--- src/rtl/rip_branch_pkg.sv ---
// rip_branch_pkg: shared types and helpers for the RIP gshare direction predictor
package rip_branch_pkg;

   typedef enum logic {INIT, RUN} state_t;

   function automatic logic [31:0] weak_taken(input int cbits);
      return 32'd1 << (cbits - 1);
   endfunction

   function automatic logic [31:0] counter_next(input logic [31:0] cnt, input logic taken, input int cbits);
      logic [31:0] top;
      top = (32'd1 << cbits) - 32'd1;
      return taken ? ((cnt == top) ? cnt : cnt + 32'd1) : ((cnt == 32'd0) ? cnt : cnt - 32'd1);
   endfunction

   // ghr arrives zero-extended; the index mask keeps only its low ibits bits
   function automatic logic [31:0] pht_index(input logic [31:0] pc, input logic [31:0] ghr, input int pc_lsb,
                                             input int ibits, input logic gshare);
      logic [31:0] mask;
      mask = (32'd1 << ibits) - 32'd1;
      return ((pc >> pc_lsb) ^ (gshare ? ghr : 32'd0)) & mask;
   endfunction

endpackage

--- src/rtl/rip_pht_ram.sv ---
// rip_pht_ram: counter table with async read, and a write port that either loads weakly-taken or steps a counter
module rip_pht_ram
   import rip_branch_pkg::*;
#(
   parameter int AW = 10,
   parameter int CB = 2
) (
   input  logic          clk,
   input  logic [AW-1:0] i_raddr,
   output logic [CB-1:0] o_rdata,
   input  logic          i_we,
   input  logic [AW-1:0] i_waddr,
   input  logic          i_init,
   input  logic          i_taken
);

   logic [CB-1:0] r_mem [2**AW];
   logic [CB-1:0] w_wdata;

   assign o_rdata = r_mem[i_raddr];
   assign w_wdata = i_init ? CB'(weak_taken(CB)) : CB'(counter_next(32'(r_mem[i_waddr]), i_taken, CB));

   always_ff @(posedge clk) begin
      if (i_we) r_mem[i_waddr] <= w_wdata;
   end

endmodule

--- src/rtl/rip_gshare_predictor.sv ---
// rip_gshare_predictor: gshare/bimodal direction predictor with speculative GHR, repair and reset-time PHT sweep
module rip_gshare_predictor
   import rip_branch_pkg::*;
#(
   parameter int PHT_INDEX_BITS       = 10,
   parameter int GLOBAL_HISTORY_DEPTH = 10,
   parameter int PC_LSB               = 2,
   parameter int COUNTER_BITS         = 2,
   parameter int USE_GSHARE           = 1
) (
   input  logic                            clk,
   input  logic                            rst,
   output logic                            ready,
   input  logic                            pred_req,
   input  logic [31:0]                     pred_pc,
   output logic                            pred_valid,
   output logic                            pred_taken,
   output logic [GLOBAL_HISTORY_DEPTH-1:0] pred_ghr,
   input  logic                            upd_valid,
   input  logic [31:0]                     upd_pc,
   input  logic [GLOBAL_HISTORY_DEPTH-1:0] upd_ghr,
   input  logic                            upd_taken,
   input  logic                            upd_mispredict
);

   localparam int IB = PHT_INDEX_BITS;
   localparam int D  = GLOBAL_HISTORY_DEPTH;

   state_t                  r_state, w_state_nxt;
   logic [IB-1:0]           r_ptr, w_pidx, w_uidx, w_waddr;
   logic [D-1:0]            r_ghr, w_ghr_nxt, r_pred_ghr;
   logic                    r_pred_valid, r_pred_taken;
   logic                    w_run, w_bit, w_accept, w_repair, w_we;
   logic [COUNTER_BITS-1:0] w_pcnt;

   assign w_run    = r_state == RUN;
   assign w_accept = w_run && pred_req;
   assign w_repair = w_run && upd_valid && upd_mispredict;
   assign w_pidx   = IB'(pht_index(pred_pc, 32'(r_ghr), PC_LSB, IB, USE_GSHARE != 0));
   assign w_uidx   = IB'(pht_index(upd_pc, 32'(upd_ghr), PC_LSB, IB, USE_GSHARE != 0));
   assign w_bit    = 32'(w_pcnt) >= weak_taken(COUNTER_BITS);
   assign w_we     = !rst && (!w_run || upd_valid);
   assign w_waddr  = w_run ? w_uidx : r_ptr;

   rip_pht_ram #(.AW(IB), .CB(COUNTER_BITS)) u_pht (
      .clk     (clk),
      .i_raddr (w_pidx),
      .o_rdata (w_pcnt),
      .i_we    (w_we),
      .i_waddr (w_waddr),
      .i_init  (!w_run),
      .i_taken (upd_taken)
   );

   always_ff @(posedge clk) begin
      if (rst) r_state <= INIT;
      else     r_state <= w_state_nxt;
   end

   // repair from execute wins over the speculative shift of a same-cycle prediction
   always_comb begin
      w_state_nxt = (r_state == INIT && r_ptr == '1) ? RUN : r_state;
      w_ghr_nxt   = w_repair ? (upd_ghr << 1) | D'(upd_taken) :
                    w_accept ? (r_ghr << 1) | D'(w_bit) : r_ghr;
   end

   always_ff @(posedge clk) begin
      if (rst) begin
         r_ptr        <= '0;
         r_ghr        <= '0;
         r_pred_valid <= 1'b0;
         r_pred_taken <= 1'b0;
         r_pred_ghr   <= '0;
      end else begin
         r_ptr        <= w_run ? r_ptr : r_ptr + IB'(1);
         r_ghr        <= w_ghr_nxt;
         r_pred_valid <= w_accept;
         if (w_accept) begin
            r_pred_taken <= w_bit;
            r_pred_ghr   <= r_ghr;
         end
      end
   end

   assign ready      = w_run;
   assign pred_valid = r_pred_valid;
   assign pred_taken = r_pred_taken;
   assign pred_ghr   = r_pred_ghr;

endmodule

--- config.mk ---
export PLATFORM = sky130hd
export DESIGN_NAME = rip_gshare_predictor
export DESIGN_NICKNAME = d
export VERILOG_FILES = /design/src/rtl/rip_branch_pkg.sv /design/src/rtl/rip_pht_ram.sv /design/src/rtl/rip_gshare_predictor.sv
export SDC_FILE = /design/constraint.sdc
export NUM_CORES = 2
export LEC_CHECK = 0
export BUFFER_PORTS_ARGS = -buffer_cell sky130_fd_sc_hd__buf_2
export CAP_MARGIN = 20
export CELL_PAD_IN_SITES_DETAIL_PLACEMENT = 1
export CELL_PAD_IN_SITES_GLOBAL_PLACEMENT = 1
export CORE_ASPECT_RATIO = 2
export CORE_UTILIZATION = 25
export CTS_BUF_LIST = sky130_fd_sc_hd__clkbuf_8
export DETAILED_ROUTE_END_ITERATION = 12
export PLACE_DENSITY_LB_ADDON = 0.1
export SLEW_MARGIN = 10
export SYNTH_ARGS = -nofsm -noshare
export SYNTH_HDL_FRONTEND = slang
export SYNTH_SLANG_ARGS = --single-unit
--- constraint.sdc ---
create_clock -name clk -period 72.1 [get_ports clk]
set_input_delay 14.42 -clock clk [delete_from_list [all_inputs] [get_ports clk]]
set_output_delay 14.42 -clock clk [all_outputs]
set_load 0.05 [all_outputs]
==> impl_results.md <==
* WHS Path Cells at 2
* Adder-cell share of the synthesized area at 0.0001320
* CTS clk-pin slew, worst paths at 70 ps
* Critical R2R Launch: ready$_SDFFE_PP0P_
* XOR/XNOR Fraction of Synth Area at 0.002957
* Layout cells sized above 1 at 0.1657
* Sequential area share after synthesis at 0.6557
* Tmin final at 24400 ps
* Chip width at around 440 µm
* Core Box Area at 377200 µm²
* Highest clock rate at 0.04098 GHz
* Clock latency on the worst-skew pair at 1060 ps
* Max Fanout on Critical Path at 217
* Setup violators final at 0
* Die Ht at 872.8 µm
* CTS tree: yes
* Via count at 61320
* RSZ-0062 raised after global routing: false
* H-tree Lvls at 5
* #FFs+latches synth at approximately 2100
* Critical Path RT at between 70000 and 80000 ps
* Arrival time worst endpoint at 25060 ps
* Routed Antenna Nets at 0
* DP HPWL at roughly 240000 µm
* Worst reg2reg endpoint: u_pht.r_mem[178][1]$_DFFE_PP_
* # IOs at 93
* Largest net degree at the start of global routing at 220
* R2R setup slack at 60280 ps
* Root Driver: clkbuf_8
* PD cells at 23.35 nW/µm²
* Post-CTS setup buffers at 0
* Drt drc at 42
* PostCTS Resize Cnt at 0
* I/O Buffers at 48
* Clk_skew at 68.17 ps
* Min-delay src: pred_ghr[0]$_SDFFE_PP0P_
* Slew HR at 0.2185
* Hold WC Path Type: reg2reg
* Post-synthesis mux area share at 0.1520
* Clock buffer depth at 4
* Post-synth design cell area at 94790 µm²
* CP Capture Type: flip-flop
* Async SR Flop Fraction at 0
* Largest family of logic cells by synthesized area: multiplexers
* Initial antenna violation count at 31
* Grt total ovfl at 0
* FILL cells at 40220
* Hold buffers post-CTS at 0
* Std-Cell Rows at approximately 320
* Avg Synthesized Cell Area at 13.96 µm²
* Area delta synth->final at 12.51%
* Count of final hold-check violations at 0
* Count of different cell masters after synthesis at 66
* GRT Resource Usage Total at 0.2170
* Worst hold endpoint: pred_ghr[0]$_SDFFE_PP0P_
* Gate Count Post-Synth at 6791
* Failing checks: DRC
* Global placement routability congestion at a little under 0.8
* Max VDD drop at about 0.015 mV
* Most common library cell in the layout ignoring fill and taps: edfxtp_1
* CTS sink cnt at 2081
* Status: finished with violations
* Drt wl/cell at 35.17 µm
* Number of DRC markers in iteration 0 at roughly 4200
* DRT Pass-1 Iters at 11
* Crit Path Class: in2reg
* Worst Setup Start Kind: primary input
* EDFF count, synth at 2048
* Worst-Margin Slew at 1172 ps
* CTS Buf Count at 325
* Full die area at 381800 µm²
* Top_reg_cell synth: edfxtp_1
* Syn_nets at 6872
* Slew Limit Fails at 0
* TNS Setup at 0 ps
* First-pass GRT wire length at roughly 570000 µm
* Initial cell density of the core at 0.2513
* Total power at 2.490 mW
* Max-cap violations at 0
* R2R depth at 22
* Vias in the first global route at 66600
* Post-synthesis compound-gate area fraction at 0.04306
* Final net count at a little under 7000
* Ys Warns at 0
* Most frequent cells in the layout: edfxtp_1, nor2_1, nand2_1
* Total Wirelength at 423000 µm
* Vias per inst at roughly 5
* LEAKAGE at about 35 nW
* Final worst path period share at 0.3384
* Simple-gate share of the synthesized area at 0.1132
## where the power goes
part	internal (mW)	total [mW]	leakage, nW	switching (mW)
clock network	0.455	0.969	3.32	0.514
registers	1.31	1.31	19.3	0.000214
logic	0.0675	0.213	12.0	0.146
## cells in the mapped netlist (6+ instances only)
master	number	area, µm²
xnor2_1	19	166.4
and4_1	12	105.1
a31oi_1	58	362.9
nor2_1	1076	4039
a221oi_2	6	90.09
xor2_1	13	113.9
a311oi_1	24	210.2
edfxtp_1	2048	61500
clkbuf_1	274	1028
a32oi_1	95	832.1
and3_1	39	244.0
a32o_1	7	70.07
buf_2	168	840.8
buf_6	49	551.8
a22oi_1	119	893.4
a22o_1	20	175.2
dfxtp_1	33	660.6
mux4_2	418	9414
o21ai_0	16	80.08
a21o_1	10	75.07
nand2_1	997	3742
a21oi_1	107	535.5
inv_1	11	41.29
nor3_1	24	120.1
a221oi_1	30	262.8
nand3_1	400	2002
nand4_1	45	281.5
buf_1	18	67.56
buf_4	63	473.0
mux2i_1	494	4945
a211oi_1	27	202.7
## per-stage QoR
step / hold slack, ps / setup WS, ps / util / std cells / cell area, µm²
floorplan: 456.9 / 5832 / - / 6791 / 94790
global placement: 444.0 / 46480 / 0.2671 / 11430 / 100700
detailed placement: 448.1 / 46410 / 0.2672 / 11440 / 100800
CTS: 457.6 / 47510 / 0.2824 / 12000 / 106500
global route: 469.3 / 47270 / 0.2827 / 12020 / 106600
finish: 458.5 / 47700 / 0.2828 / 12030 / 106700
## state kept, by name, summed over array words and instances, names as in the netlist
signal,count
r_ptr,10
ready,1
r_ghr,10
pred_taken,1
pred_ghr,10
pred_valid,1
u_pht.r_mem,2048
## cell type report
type | instances | area (µm²) | area share
multi-input combinational | 4120 | 30250 | 0.2836
antenna | 27 | 67.56 | 0.0006335
clock inverter | 224 | 1094 | 0.01025
inverter | 11 | 41.29 | 0.0003872
tap | 4975 | 6225 | 0.05837
timing repair buffer | 251 | 2160 | 0.02025
clock buffer | 338 | 4652 | 0.04362
sequential | 2081 | 62160 | 0.5828
## cells by family after synthesis
| kind of cell | count (synthesis) |
|---|---|
| AO/OA/AOI/OAI | 552 |
| XOR/XNOR | 32 |
| adder cells (fa/ha/maj) | 1 |
| buffers and inverters | 590 |
| flip-flops | 2081 |
| multiplexers | 915 |
| AND/OR/NAND/NOR | 2620 |
## worst max-delay path by stage
| stage | startpoint | slack (ps) | cells after the start | to |
|---|---|---|---|---|
| after global routing | upd_ghr[0] | 47270 | 22 | u_pht.r_mem[178][1]$_DFFE_PP_ |
| after floorplan | upd_ghr[0] | 5830 | 17 | u_pht.r_mem[0][1]$_DFFE_PP_ |
| after detailed placement | upd_ghr[0] | 46410 | 22 | u_pht.r_mem[134][1]$_DFFE_PP_ |
| final | upd_ghr[0] | 47700 | 22 | u_pht.r_mem[178][1]$_DFFE_PP_ |
| after global placement | upd_ghr[0] | 46480 | 22 | u_pht.r_mem[134][1]$_DFFE_PP_ |
| after CTS | upd_ghr[0] | 47510 | 22 | u_pht.r_mem[179][1]$_DFFE_PP_ |
## routing by layer
metal	track usage	share of wire	up-vias
met5	0	0.000064	-
met4	0.09236	0.045	4
met3	0.02354	0.035	583
met2	0.4104	0.54	1423
met1	0.2429	0.38	33510
li1	-	-	25790
## worst max-delay path, stage by stage
cell	delay, ps
buf_2	110
xor2_1	160
buf_4	230
a21oi_4	170
buf_4	490
buf_12	560
buf_4	680
buf_4	650
buf_12	610
nand2_1	110
nand3_1	120
a32oi_1	180
and4_1	310
o22ai_1	820
nor4_1	190
nand3_1	320
nor2_1	180
a211oi_4	930
buf_4	840
buf_4	890
buf_12	600
buf_12	770
No activity file was read; power rests on OpenSTA's default activity.
